===== src/rtl/miner_pkg.sv =====
// Shared miner definitions: controller state encoding, word/frame geometry, start word.
// Pure declarations; no logic.
package miner_pkg;
  localparam int WORD_W         = 32;
  localparam int MIDSTATE_WORDS = 8;
  localparam int BLOCK_WORDS    = 16;
  localparam int MID_W          = WORD_W * MIDSTATE_WORDS;
  localparam int BLK_W          = WORD_W * BLOCK_WORDS;
  localparam logic [WORD_W-1:0] START_WORD_DEFAULT = 32'hB17C_0157;

  typedef enum logic [2:0] {
    ST_IDLE  = 3'b000,
    ST_MID   = 3'b001,
    ST_REM   = 3'b010,
    ST_READY = 3'b011
  } ctrl_state_t;
endpackage


===== src/rtl/job_loader_fsm_if.sv =====
// Job loader bus: host word stream, shift-timer flags, hasher handoff and loaded job.
// master = host/timer/hasher side, slave = the loader.
interface job_loader_fsm_if;
  import miner_pkg::*;

  logic                rx_valid;
  logic [WORD_W-1:0]   rx_data;
  logic                midstate_shifts_done;
  logic                remaining_shifts_done;
  logic                job_ready;
  ctrl_state_t         controller_state;
  logic                start_found;
  logic                shift_in_enable;
  logic [MID_W-1:0]    midstate;
  logic [BLK_W-1:0]    block_data;
  logic                job_valid;
  logic                load_error;

  modport master (
    output rx_valid, rx_data, midstate_shifts_done, remaining_shifts_done, job_ready,
    input  controller_state, start_found, shift_in_enable, midstate, block_data,
           job_valid, load_error
  );

  modport slave (
    input  rx_valid, rx_data, midstate_shifts_done, remaining_shifts_done, job_ready,
    output controller_state, start_found, shift_in_enable, midstate, block_data,
           job_valid, load_error
  );
endinterface


===== src/rtl/job_loader_fsm_counter.sv =====
// Generic up-counter with synchronous clear (clear wins over increment).
// Count visible one cycle after the increment; no backpressure.
module job_loader_fsm_counter #(
  parameter int WIDTH = 10
) (
  input  logic             clk,
  input  logic             n_rst,
  input  logic             i_clr,
  input  logic             i_inc,
  output logic [WIDTH-1:0] o_count
);
  logic [WIDTH-1:0] r_count;

  always_ff @(posedge clk or negedge n_rst) begin
    if (!n_rst)     r_count <= '0;
    else if (i_clr) r_count <= '0;
    else if (i_inc) r_count <= r_count + WIDTH'(1);
  end

  assign o_count = r_count;
endmodule


===== src/rtl/job_loader_fsm.sv =====
// Frames a host word stream into a SHA-256 midstate plus second block and hands it to the hasher.
// Words shift in the cycle they arrive; job held in READY until job_ready, rx ignored meanwhile.
module job_loader_fsm
  import miner_pkg::*;
#(
  parameter logic [WORD_W-1:0] START_WORD = START_WORD_DEFAULT,
  parameter int                GAP_LIMIT  = 1023
) (
  input logic              clk,
  input logic              n_rst,
  job_loader_fsm_if.slave  bus
);
  localparam int GAP_W = $clog2(GAP_LIMIT + 1);

  ctrl_state_t       r_state, w_next_state;
  logic [MID_W-1:0]  r_midstate;
  logic [BLK_W-1:0]  r_block_data;
  logic              r_load_error;
  logic [GAP_W-1:0]  w_gap_count;
  logic              w_start_found, w_mid_shift, w_rem_shift, w_clear_job;
  logic              w_abort, w_gap_inc, w_gap_clr;

  always_ff @(posedge clk or negedge n_rst) begin
    if (!n_rst) begin
      r_state      <= ST_IDLE;
      r_load_error <= 1'b0;
    end else begin
      r_state      <= w_next_state;
      r_load_error <= w_abort;
    end
  end

  always_comb begin
    w_next_state  = r_state;
    w_start_found = 1'b0;
    w_mid_shift   = 1'b0;
    w_rem_shift   = 1'b0;
    w_clear_job   = 1'b0;
    w_abort       = 1'b0;
    w_gap_inc     = 1'b0;
    case (r_state)
      ST_IDLE: begin
        w_start_found = bus.rx_valid && (bus.rx_data == START_WORD);
        if (w_start_found) begin
          w_next_state = ST_MID;
          w_clear_job  = 1'b1;
        end
      end
      ST_MID: begin
        // Midstate words arrive as an unbroken burst; any hole abandons the frame.
        if (bus.rx_valid) begin
          w_mid_shift = 1'b1;
          if (bus.midstate_shifts_done) w_next_state = ST_REM;
        end else begin
          w_abort      = 1'b1;
          w_next_state = ST_IDLE;
        end
      end
      ST_REM: begin
        // A word arriving after exactly GAP_LIMIT idle cycles is still accepted.
        if (bus.rx_valid) begin
          w_rem_shift = 1'b1;
          if (bus.remaining_shifts_done) w_next_state = ST_READY;
        end else if (w_gap_count == GAP_W'(GAP_LIMIT)) begin
          w_abort      = 1'b1;
          w_next_state = ST_IDLE;
        end else begin
          w_gap_inc = 1'b1;
        end
      end
      ST_READY: begin
        if (bus.job_ready) w_next_state = ST_IDLE;
      end
      default: w_next_state = ST_IDLE;
    endcase
  end

  assign w_gap_clr = (r_state != ST_REM) || w_rem_shift;

  job_loader_fsm_counter #(.WIDTH(GAP_W)) u_gap_cnt (
    .clk     (clk),
    .n_rst   (n_rst),
    .i_clr   (w_gap_clr),
    .i_inc   (w_gap_inc),
    .o_count (w_gap_count)
  );

  always_ff @(posedge clk or negedge n_rst) begin
    if (!n_rst) begin
      r_midstate   <= '0;
      r_block_data <= '0;
    end else if (w_clear_job) begin
      r_midstate   <= '0;
      r_block_data <= '0;
    end else begin
      if (w_mid_shift) r_midstate   <= {r_midstate[MID_W-WORD_W-1:0], bus.rx_data};
      if (w_rem_shift) r_block_data <= {r_block_data[BLK_W-WORD_W-1:0], bus.rx_data};
    end
  end

  assign bus.controller_state = r_state;
  assign bus.start_found      = w_start_found;
  assign bus.shift_in_enable  = w_rem_shift;
  assign bus.midstate         = r_midstate;
  assign bus.block_data       = r_block_data;
  assign bus.job_valid        = (r_state == ST_READY);
  assign bus.load_error       = r_load_error;
endmodule


===== src/flat_wrapper.sv =====
// flat-port wrapper written by rule: the top's interface ports become plain ports
module job_loader_fsm_flat import miner_pkg::*;
#(
  parameter logic [WORD_W-1:0] START_WORD = START_WORD_DEFAULT,
  parameter int                GAP_LIMIT  = 1023
)
  (clk, n_rst, bus_rx_valid, bus_rx_data, bus_midstate_shifts_done, bus_remaining_shifts_done, bus_job_ready, bus_controller_state, bus_start_found, bus_shift_in_enable, bus_midstate, bus_block_data, bus_job_valid, bus_load_error);
  job_loader_fsm_if bus_i ();
  input logic clk;
  input logic n_rst;
  input wire logic [$bits(bus_i.rx_valid)-1:0] bus_rx_valid;
  input wire logic [$bits(bus_i.rx_data)-1:0] bus_rx_data;
  input wire logic [$bits(bus_i.midstate_shifts_done)-1:0] bus_midstate_shifts_done;
  input wire logic [$bits(bus_i.remaining_shifts_done)-1:0] bus_remaining_shifts_done;
  input wire logic [$bits(bus_i.job_ready)-1:0] bus_job_ready;
  output wire logic [$bits(bus_i.controller_state)-1:0] bus_controller_state;
  output wire logic [$bits(bus_i.start_found)-1:0] bus_start_found;
  output wire logic [$bits(bus_i.shift_in_enable)-1:0] bus_shift_in_enable;
  output wire logic [$bits(bus_i.midstate)-1:0] bus_midstate;
  output wire logic [$bits(bus_i.block_data)-1:0] bus_block_data;
  output wire logic [$bits(bus_i.job_valid)-1:0] bus_job_valid;
  output wire logic [$bits(bus_i.load_error)-1:0] bus_load_error;
  assign bus_i.rx_valid = bus_rx_valid;
  assign bus_i.rx_data = bus_rx_data;
  assign bus_i.midstate_shifts_done = bus_midstate_shifts_done;
  assign bus_i.remaining_shifts_done = bus_remaining_shifts_done;
  assign bus_i.job_ready = bus_job_ready;
  assign bus_controller_state = bus_i.controller_state;
  assign bus_start_found = bus_i.start_found;
  assign bus_shift_in_enable = bus_i.shift_in_enable;
  assign bus_midstate = bus_i.midstate;
  assign bus_block_data = bus_i.block_data;
  assign bus_job_valid = bus_i.job_valid;
  assign bus_load_error = bus_i.load_error;
  job_loader_fsm #(.START_WORD(START_WORD), .GAP_LIMIT(GAP_LIMIT)) u_core (.clk(clk), .n_rst(n_rst), .bus(bus_i));
endmodule

===== config.mk =====
export PLATFORM = sky130hd
export DESIGN_NAME = job_loader_fsm_flat
export DESIGN_NICKNAME = d
export VERILOG_FILES = /design/src/rtl/miner_pkg.sv /design/src/rtl/job_loader_fsm_if.sv /design/src/rtl/job_loader_fsm_counter.sv /design/src/rtl/job_loader_fsm.sv /design/src/flat_wrapper.sv
export SDC_FILE = /design/constraint.sdc
export NUM_CORES = 1
export LEC_CHECK = 0
export BUFFER_PORTS_ARGS = -buffer_cell sky130_fd_sc_hd__clkbuf_2
export CAP_MARGIN = 20
export CORE_AREA = 8 8 313 315
export DETAILED_ROUTE_END_ITERATION = 8
export DIE_AREA = 0 0 321 323
export GPL_TIMING_DRIVEN = 0
export PLACE_DENSITY = 0.63
export SETUP_SLACK_MARGIN = 0.2
export SYNTH_ARGS = -nofsm -noshare
export SYNTH_HDL_FRONTEND = slang
export SYNTH_SLANG_ARGS = --single-unit

===== constraint.sdc =====
create_clock -name clk -period 2.1 [get_ports clk]
set_input_delay 0.105 -clock clk [delete_from_list [all_inputs] [get_ports clk]]
set_output_delay 0.105 -clock clk [all_outputs]
set_load 0.05 [all_outputs]

==> results of run 1 <==
## final cells by class
type                       instances  area [um2]
timing repair buffer             869        4803
multi-input combinational       2373       10160
fill                            9295       51940
clock buffer                     125        2575
clock inverter                    33       367.9
inverter                           7       33.78
buffer                           258        1752
tap                             1254        1569
sequential                       781       19550
antenna                            9       22.52
## metrics by stage
stage	setup TNS (ns)	area, um2	hold slack (ns)	util
2_1_floorplan	0	30950	-0.1906	-
3_3_place_gp	-	36580	0.3588	0.3943
3_5_place_dp	-489.49	36800	-0.08460	0.3967
4_1_cts	0	40590	-0.7824	0.4376
5_1_grt	0	40830	-0.7767	0.4401
6_report	0	40830	-0.7266	0.4401
## cell families after synthesis
logic type / after synthesis / synth area share
simple gates: 1580 / 0.1956
fa+ha+maj: 5 / 0.002027
xor+xnor: 5 / 0.001419
other cells: 1 / 0.0001215
mux: 3 / 0.001054
flops: 781 / 0.6331
buf+inv: 265 / 0.03996
compound gates: 779 / 0.1267
## power groups by stage
stage                     Sequential, mW  Combinational (mW)  Clock, mW
after floorplan                     16.0               0.109          0
after global placement              15.6                1.14          0
after detailed placement            15.6                1.20          0
after CTS                           15.3                1.27       16.0
after global routing                15.3                1.34       16.6
final                               15.3                1.26       15.8
## placed cells by master, fill, tap and decap left out, types with 3 or more instances in the layout
cell type / count
buf_6: 17
buf_4: 49
inv_1: 4
clkbuf_16: 97
xor2_1: 4
bufinv_16: 7
clkbuf_4: 46
inv_6: 6
clkinv_2: 18
o21ai_0: 35
clkbuf_1: 22
clkbuf_8: 24
nand4_1: 5
buf_16: 8
clkbuf_2: 878
buf_8: 3
diode_2: 9
nor2_1: 8
a21oi_1: 738
dlygate4sd3_1: 34
nand2_1: 1540
dfrtp_1: 779
buf_2: 73
## registers in the layout, indices dropped and copies added, names as in the netlist
| register | count |
|---|---|
| u_core.u_gap_cnt.o_count | 10 |
| u_core.bus.controller_state | 2 |
| u_core.bus.midstate | 256 |
| u_core.bus.block_data | 512 |
| u_core.bus.load_error | 1 |
## routing by layer
metal,up-vias,GRT usage,routed length [um]
li1,13000,-,-
met1,14030,0.3079,52920
met2,1228,0.3745,59710
met3,282,0.06223,10710
met4,0,0.1157,6327
met5,-,0,0
## critical path, stage by stage
cell       delay, ns
clkbuf_2        0.16
nand2_1         0.06
or4_1           0.50
nor4_1          0.42
and2_4          0.22
clkbuf_8        0.12
clkbuf_16       0.13
clkbuf_16       0.16
## what timing repair did
action                                 CTS  global route
endpoints found under the hold margin  184           108
setup endpoints to repair              772           695
pin swaps                                3             1
gates resized for setup                183           133
cloned                                   0             0
setup buffers                            9             7
## worst paths after layout
check / start / to / slack, ns / cells after the start
setup / recovery: bus_rx_data[21] / bus_start_found / 0.11 / 8
setup reg to reg: u_core.bus.controller_state[1] / u_core.bus.midstate[91] / 0.20 / 8
max in group asynchronous: n_rst / u_core.bus.block_data[457] / 0.47 / 5
hold reg to reg: u_core.bus.midstate[226] / u_core.bus.midstate[226] / 0.52 / 2
min in group clk: bus_midstate_shifts_done / u_core.bus.controller_state[0] / 0.04 / 5
hold / removal: n_rst / u_core.bus.midstate[50] / -0.73 / 1
==> reports/qor.yml, run 1 <==
peakVddDrop_mv: 0.5473
combPwrFrac: 0.039
p_leak_nw: 20.26
dominantRegCellSynth: "dfrtp_1"
gp_congestion: 0.9346
yosys.area.top_type_share: 0.6331
slew_headroom: 0.5848
yosysWarningCount: 0
finalCriticalPeriod_ns: 1.991
p_int_mw: 24.82
core.rowCount: 112
setup_ws_ns: 0.1090
grt.overflow.total: 0
pwr-share-seq: 0.473
synth_edf_count: 0
clkLatencyLatePin_ns: 0.65
synth_nets: 3462
die_w_um: 321
violations: "hold timing"
routed_wl_um: 129700
syn_avg_cell_area_um2: 9.029
ant_nets: 0
ys_ff_latch: 781
swShare: 0.2328
yosys-top-cells-count: "1542 x nand2_1, 781 x dfrtp_1, 738 x a21oi_1"
cts.path.max_buffers: 3
hold_class: "in2async"
htreeDepth: 3
drive_gt1_frac: 0.2809
track_usage: 0.2390
fp.dieH_um: 323
power.density_mw_per_mm2: 792.5
dp_cells: 5492
holdWs_ns: -0.7266
drt_iter0_markers: 2889
syn_area_mm2: 0.03087
vias_per_cell: 4.999
remaining_drc_errors: 0
root_buffer: "clkbuf_16"
worstSetupEndpointType: "output pin"
yosysMostFrequentCell: "nand2_1"
portBuffers: 811
final_cells: 5709
clock-skew-final_ns: 0.01906
clockPowerShare: 0.488
via_count: 28540
core-area_mm2: 0.09277
finalMaxSlewViolations: 0
layout.nets: 4422
hold_buffers: 34
syn_to_final_growth_pct: 32.25
start_kind: "primary input"
die-area_mm2: 0.1037
drt-pass1-iter-count: 6
grt_antenna_before_repair: 10
worstSetupPathType: "in2out"
synth_area_leader_cell: "dfrtp_1"
grt_max_degree: 111
numCtsBuffers: 89
setup_viol: 0
clock-sinks: 781
yosysUniqueCellTypes: 41
cts_tree: "done"
grt_pass1_vias: 28180
cts.reportedPaths.clkPinSlew_ns: 0.05
p_switching_mw: 7.531
status: "finished, violations left"
worst_pin_slew_ns: 0.6228
hold_viol: 108
async_reset_ff_frac: 1.000
dp_hpwl_um: 99480
ioPinCount: 813
rsz0062_at_grt: "true"
arrival_ns: 1.89
maxCapViolations: 0
critPathMaxFanout: 4
ys_seq_area_frac: 0.6331
finalCritPeriodShare: 0.9481
total_power_mw: 32.35
syn_inst: 3419
start_util: 0.3328
cp_data_required_time_ns: 2.00
grt_pass1_wl_um: 188600
pre_cts_ws_ns: -1.229
wire_per_inst_um: 22.71
fmax_mhz: 502.3
synthTopCellsByArea: "dfrtp_1 63%, nand2_1 19%, a21oi_1 12%"
(Power assumes the default switching activity.)
==> run 2, diff against run 1 <==
--- a/config.mk
+++ b/config.mk
@@ -7,11 +7,12 @@
 export LEC_CHECK = 0
 export BUFFER_PORTS_ARGS = -buffer_cell sky130_fd_sc_hd__clkbuf_2
 export CAP_MARGIN = 20
-export CORE_AREA = 8 8 313 315
+export CORE_MARGIN = 8
+export CORE_UTILIZATION = 35
+export CTS_BUF_LIST = sky130_fd_sc_hd__clkbuf_8
 export DETAILED_ROUTE_END_ITERATION = 8
-export DIE_AREA = 0 0 321 323
 export GPL_TIMING_DRIVEN = 0
-export PLACE_DENSITY = 0.63
+export PLACE_DENSITY = 0.65
 export SETUP_SLACK_MARGIN = 0.2
 export SYNTH_ARGS = -nofsm -noshare
 export SYNTH_HDL_FRONTEND = slang
==> run 2 against run 1 <==
Against the previous run: the run ends with hold timing, setup timing left; sequential power is essentially flat; sequential cell count is the same; fmax shrank 8.5%; non-clock buffer count grew 3; critical path depth shrank 2; clock skew grew 0.017 ns; global-route usage grew 1.3 points; combinational power is essentially flat; worst hold slack gained 0.011 ns.
==> reports/qor.yml, run 2 (synthesis gave the netlist of run 1 again) <==
dp_hpwl_um: 98390
gp_congestion: 0.9268
finalCritPeriodShare: 1.036
p_leak_nw: 20.35
swShare: 0.2511
crit_top_cell: "clkbuf_16"
power.density_mw_per_mm2: 748.7
fillers: 8631
arrival_ns: 2.07
slew_headroom: 0.6059
hold_class: "in2async"
drive_gt1_frac: 0.2867
routed_wl_um: 129100
cpPeakStageDelay_ns: 0.42
layout.nets: 4474
setup_viol: 2
p_switching_mw: 7.637
cts.reportedPaths.clkPinSlew_ns: 0.06
root_buffer: "clkbuf_8"
setup_ws_ns: -0.07566
violations: "hold timing, setup timing"
clock-sinks: 781
drt-pass1-iter-count: 7
start_kind: "flip-flop"
track_usage: 0.2521
ant_nets: 0
maxCapViolations: 0
clock-skew-final_ns: 0.03570
die_w_um: 313.0
clkLatencyLatePin_ns: 0.83
via_count: 29260
fp.dieH_um: 313.0
clockPowerShare: 0.455
finalCriticalPeriod_ns: 2.176
holdWs_ns: -0.7158
core-area_mm2: 0.08797
syn_to_final_growth_pct: 31.61
htreeDepth: 4
wire_per_inst_um: 22.66
start_util: 0.3509
fmax_mhz: 459.6
status: "finished, violations left"
ioPinCount: 813
core.rowCount: 109
crit_path_cell_trace: "inv_2 -> ha_4 -> and2_1 -> clkbuf_8 -> clkbuf_16 -> clkbuf_16"
fin_tns_setup_ns: -0.1352
vias_per_cell: 5.137
pre_cts_ws_ns: -1.295
critPathMaxFanout: 10
numCtsBuffers: 138
worst_pin_slew_ns: 0.5912
rsz0062_at_grt: "true"
remaining_drc_errors: 0
grt.overflow.total: 0
grt_pass1_wl_um: 188400
drt_iter0_markers: 2877
worstSetupPathType: "reg2out"
hold_viol: 360
pwr-share-seq: 0.504
grt_max_degree: 113
peakVddDrop_mv: 0.5029
grt_pass1_vias: 28760
die-area_mm2: 0.09796
combPwrFrac: 0.041
cts.path.max_buffers: 3
cts_tree: "done"
worstSetupEndpointType: "output pin"
largest_reg_flops: 512
grt_antenna_before_repair: 8
finalMaxSlewViolations: 0
layout_common_cells: "1541 x nand2_1, 862 x clkbuf_2, 779 x dfrtp_1"
final_common_cell: "nand2_1"
p_int_mw: 22.78
portBuffers: 811
cp_slowest_cell: "dfrtp_2"
cp_data_required_time_ns: 2.00
==> run 2: cell count changes in the layout (fill, tap and decap cells not counted), sizes merged <==
cell / previous run / this run
clkinvlp: 2 / 5
bufinv: 7 / 1
inv: 12 / 54
buf: 151 / 159
dlygate4sd3: 34 / 37
clkinv: 19 / 9
clkbuf: 1067 / 1102
==> run 2: layer usage <==
layer  GRT usage  wire length, um
met3     0.07665            11330
met2      0.4005            60680
met4      0.1176             6115
met5           0                0
met1      0.3145            50940
==> run 2: power groups by stage <==
| stage | Combinational [mW] | Sequential [mW] | Clock (mW) |
|---|---|---|---|
| 2_1_floorplan | 0.109 | 16.0 | 0 |
| 3_3_place_gp | 1.13 | 15.6 | 0 |
| 3_5_place_dp | 1.19 | 15.6 | 0 |
| 4_1_cts | 1.25 | 15.3 | 14.0 |
| 5_1_grt | 1.33 | 15.3 | 14.8 |
| 6_report | 1.25 | 15.3 | 13.8 |
==> run 2: stage by stage <==
step,instance area [um2],cells,total power [mW],util
final,40630,5695,30.42,0.4618
after global routing,40620,5692,31.42,0.4618
after CTS,40230,5678,30.62,0.4574
after detailed placement,36670,5402,16.77,0.4168
after global placement,36460,5395,16.74,0.4145
after floorplan,30950,3419,16.10,-
==> run 2: worst paths after layout <==
path                       slack [ns]                    endpoint                            from  cells after the start
max                             -0.08             bus_start_found  u_core.bus.controller_state[1]                      6
min reg2reg                      0.52  u_core.bus.block_data[481]      u_core.bus.block_data[481]                      2
min in group clk                 0.14     u_core.bus.midstate[30]                 bus_rx_data[30]                      4
max reg2reg                      0.12    u_core.bus.midstate[160]  u_core.bus.controller_state[1]                      7
min                             -0.72     u_core.bus.midstate[17]                           n_rst                      1
max in group asynchronous        0.50  u_core.bus.block_data[282]                           n_rst                      5
==> run 2: area by class of cell <==
type                            instances  area [um2]  share of cell area
Antenna cell                            9       22.52           0.0005544
Buffer                                258        1848             0.04549
Clock buffer                          168        2312             0.05691
Clock inverter                         62       339.1            0.008346
Inverter                                7       33.78           0.0008315
Multi-Input combinational cell       2373       10190              0.2509
Sequential cell                       781       19550              0.4811
Tap cell                             1165        1458             0.03588
Timing Repair Buffer                  872        4873              0.1200
==> run 2: critical path, delay by kind of cell, from the launching register on <==
kind / cells / cell delay (ns)
simple gates: 1 / 0.13
flops: 1 / 0.42
buf+inv: 4 / 0.53
fa+ha+maj: 1 / 0.16
==> run 2: what timing repair did <==
action,4_1_cts,5_1_grt
hold buffers,37,2
endpoints found under the hold margin,437,364
setup endpoints to repair,776,812
resized for setup,184,202
gates cloned,0,1
pin swaps,2,1
buffers inserted,9,7
==> run 3, diff against run 2 <==
--- a/config.mk
+++ b/config.mk
@@ -16,4 +16,5 @@
 export SETUP_SLACK_MARGIN = 0.2
 export SYNTH_ARGS = -nofsm -noshare
 export SYNTH_HDL_FRONTEND = slang
+export SYNTH_HIERARCHICAL = 1
 export SYNTH_SLANG_ARGS = --single-unit
==> run 3 against run 2 <==
Against the previous run: the run still ends with hold timing, setup timing left; critical path depth up 2; count of clock-buffer cells in the layout is 5 lower; largest cell class unchanged; sequential share of layout area is 0.071 points lower; utilization about the same; die area is 0.37% higher; largest power group unchanged; sequential power is essentially flat.
==> reports/qor.yml, run 3 <==
status: "finished, violations left"
violations: "hold timing, setup timing"
final_util: 0.4618
root_buffer: "clkbuf_8"
yosys.area.top_type_share: 0.6307
worst_pin_slew_ns: 0.8604
grt_max_degree: 114
start_kind: "primary input"
syn_to_final_growth_pct: 31.30
p_leak_nw: 20.28
finalMaxSlewViolations: 0
drive_gt1_frac: 0.2881
grt_pass1_wl_um: 189100
peakVddDrop_mv: 0.5028
fin_tns_setup_ns: -0.1241
die_w_um: 313.6
syn_avg_cell_area_um2: 9.056
ioPinCount: 813
core.rowCount: 109
routed_wl_um: 130000
finalCritPeriodShare: 1.037
maxCapViolations: 0
wire_per_inst_um: 22.85
multiInputGateArea_mm2: 0.01029
track_usage: 0.2527
cp_slowest_cell: "dlygate4sd3_1"
yosys-top-cells-count: "1545 x nand2_1, 781 x dfrtp_1, 742 x a21oi_1"
cts_tree: "done"
numCtsBuffers: 137
setup_ws_ns: -0.07851
clkLatencyLatePin_ns: 0.83
fillers: 8695
synth_edf_count: 0
path_buf_inv: 5
total_power_mw: 30.08
rsz0062_at_grt: "true"
power.density_mw_per_mm2: 739.4
synthTopCellsByArea: "dfrtp_1 63%, nand2_1 19%, a21oi_1 12%"
gp_congestion: 0.9398
fp.dieH_um: 313.6
cp_data_required_time_ns: 2.00
layout_common_cells: "1541 x nand2_1, 860 x clkbuf_2, 779 x dfrtp_1"
cp_top_family: "buffers and inverters"
synth_nets: 3465
hold_class: "in2async"
cts.path.max_buffers: 3
cts.reportedPaths.clkPinSlew_ns: 0.05
layout.nets: 4478
dominantRegCellSynth: "dfrtp_1"
yosysUniqueCellTypes: 39
yosysMostFrequentCell: "nand2_1"
async_reset_ff_frac: 1.000
finalCriticalPeriod_ns: 2.179
grt_antenna_before_repair: 3
largest_reg_flops: 512
slew_headroom: 0.4264
fmax_mhz: 459.0
setup_viol: 2
final_common_cell: "nand2_1"
register_area_mm2: 0.01955
crit_path_cell_trace: "clkbuf_2 -> dlygate4sd3_1 -> or3_4 -> nor4_2 -> and2_4 -> clkbuf_8 -> buf_8 -> clkbuf_16"
clock-sinks: 781
hold_viol: 158
drt-pass1-iter-count: 6
grt_pass1_vias: 28570
grt.overflow.total: 0
die-area_mm2: 0.09832
yosysWarningCount: 6
via_count: 29170
worstSetupPathType: "in2out"
dp_hpwl_um: 100000
synth_area_leader_cell: "dfrtp_1"
ys_seq_area_frac: 0.6307
clock-skew-final_ns: 0.04205
ys_ff_latch: 781
holdWs_ns: -0.6004
finish.instance_area_mm2: 0.04069
syn_inst: 3422
syn_area_mm2: 0.03099
worstSetupEndpointType: "output pin"
remaining_drc_errors: 0
core-area_mm2: 0.08810
cpPeakStageDelay_ns: 0.63
dpl_cell_area_mm2: 0.03683
htreeDepth: 4
drt_iter0_markers: 3078
portBuffers: 811
start_util: 0.3517
ant_nets: 0
critPathMaxFanout: 3
arrival_ns: 2.07
vias_per_cell: 5.127
run 3: path summary, 6_finish.rpt:
kind                            cells after the start  slack, ns                              to                           start
worst max register to register                      9       0.02  u_core/bus.controller_state[1]  u_core/bus.controller_state[0]
worst min-delay path                                1      -0.60         u_core/bus.midstate[79]                           n_rst
max in group asynchronous                           4       0.66      u_core/bus.block_data[359]                           n_rst
worst max-delay path                                8      -0.08                 bus_start_found                 bus_rx_data[25]
min in group clk                                    3      -0.44       u_core/bus.block_data[16]                 bus_rx_data[16]
worst min register to register                      2       0.52      u_core/bus.block_data[505]      u_core/bus.block_data[505]
run 3: cell families after synthesis:
family / count (synthesis) / share of synthesized area
AOI/OAI and AO/OA: 785 / 0.1280
xor gates and xnor gates: 4 / 0.001131
adders and majority gates: 5 / 0.002019
buffers and inverters: 263 / 0.04240
DFF: 781 / 0.6307
muxes: 3 / 0.001009
other: 1 / 0.0001210
and+or+nand+nor: 1580 / 0.1947
run 3: area by class of cell:
class	instances	area share
multi-input cells	2379	0.2530
clock inverters	63	0.007750
repair buffers	874	0.1198
clock buffers	163	0.05514
well taps	1165	0.03583
plain buffers	258	0.04730
inverters	4	0.0006150
diodes	2	0.0001230
flip-flops and latches	781	0.4804
run 3: metal layers:
layer	global-route usage	vias up	part of all wire
met4	0.1117	4	0.046
li1	-	13140	-
met1	0.3125	14270	0.39
met5	0	-	0.00021
met3	0.08385	298	0.10
met2	0.4026	1454	0.46
run 3: repair_timing:
action | in CTS | in global routing
buffers inserted | 11 | 8
cloned | 0 | 1
resized for setup | 182 | 210
pin swaps | 7 | 14
setup endpoints to repair | 780 | 763
hold endpoints to repair | 261 | 122
hold buffers | 32 | 9
run 3: per-stage QoR:
stage	cells	worst slack [ns]
3_3_place_gp	5398	-19.55
3_5_place_dp	5406	-0.9388
2_1_floorplan	3422	0.2113
6_report	5689	-0.07851
5_1_grt	5688	-0.1809
4_1_cts	5674	-0.1659
run 3: power by group:
| part | internal, mW | total, mW | switching [mW] |
|---|---|---|---|
| registers | 15.2 | 15.3 | 0.163 |
| clock network | 7.02 | 13.5 | 6.44 |
| logic | 0.253 | 1.27 | 1.02 |
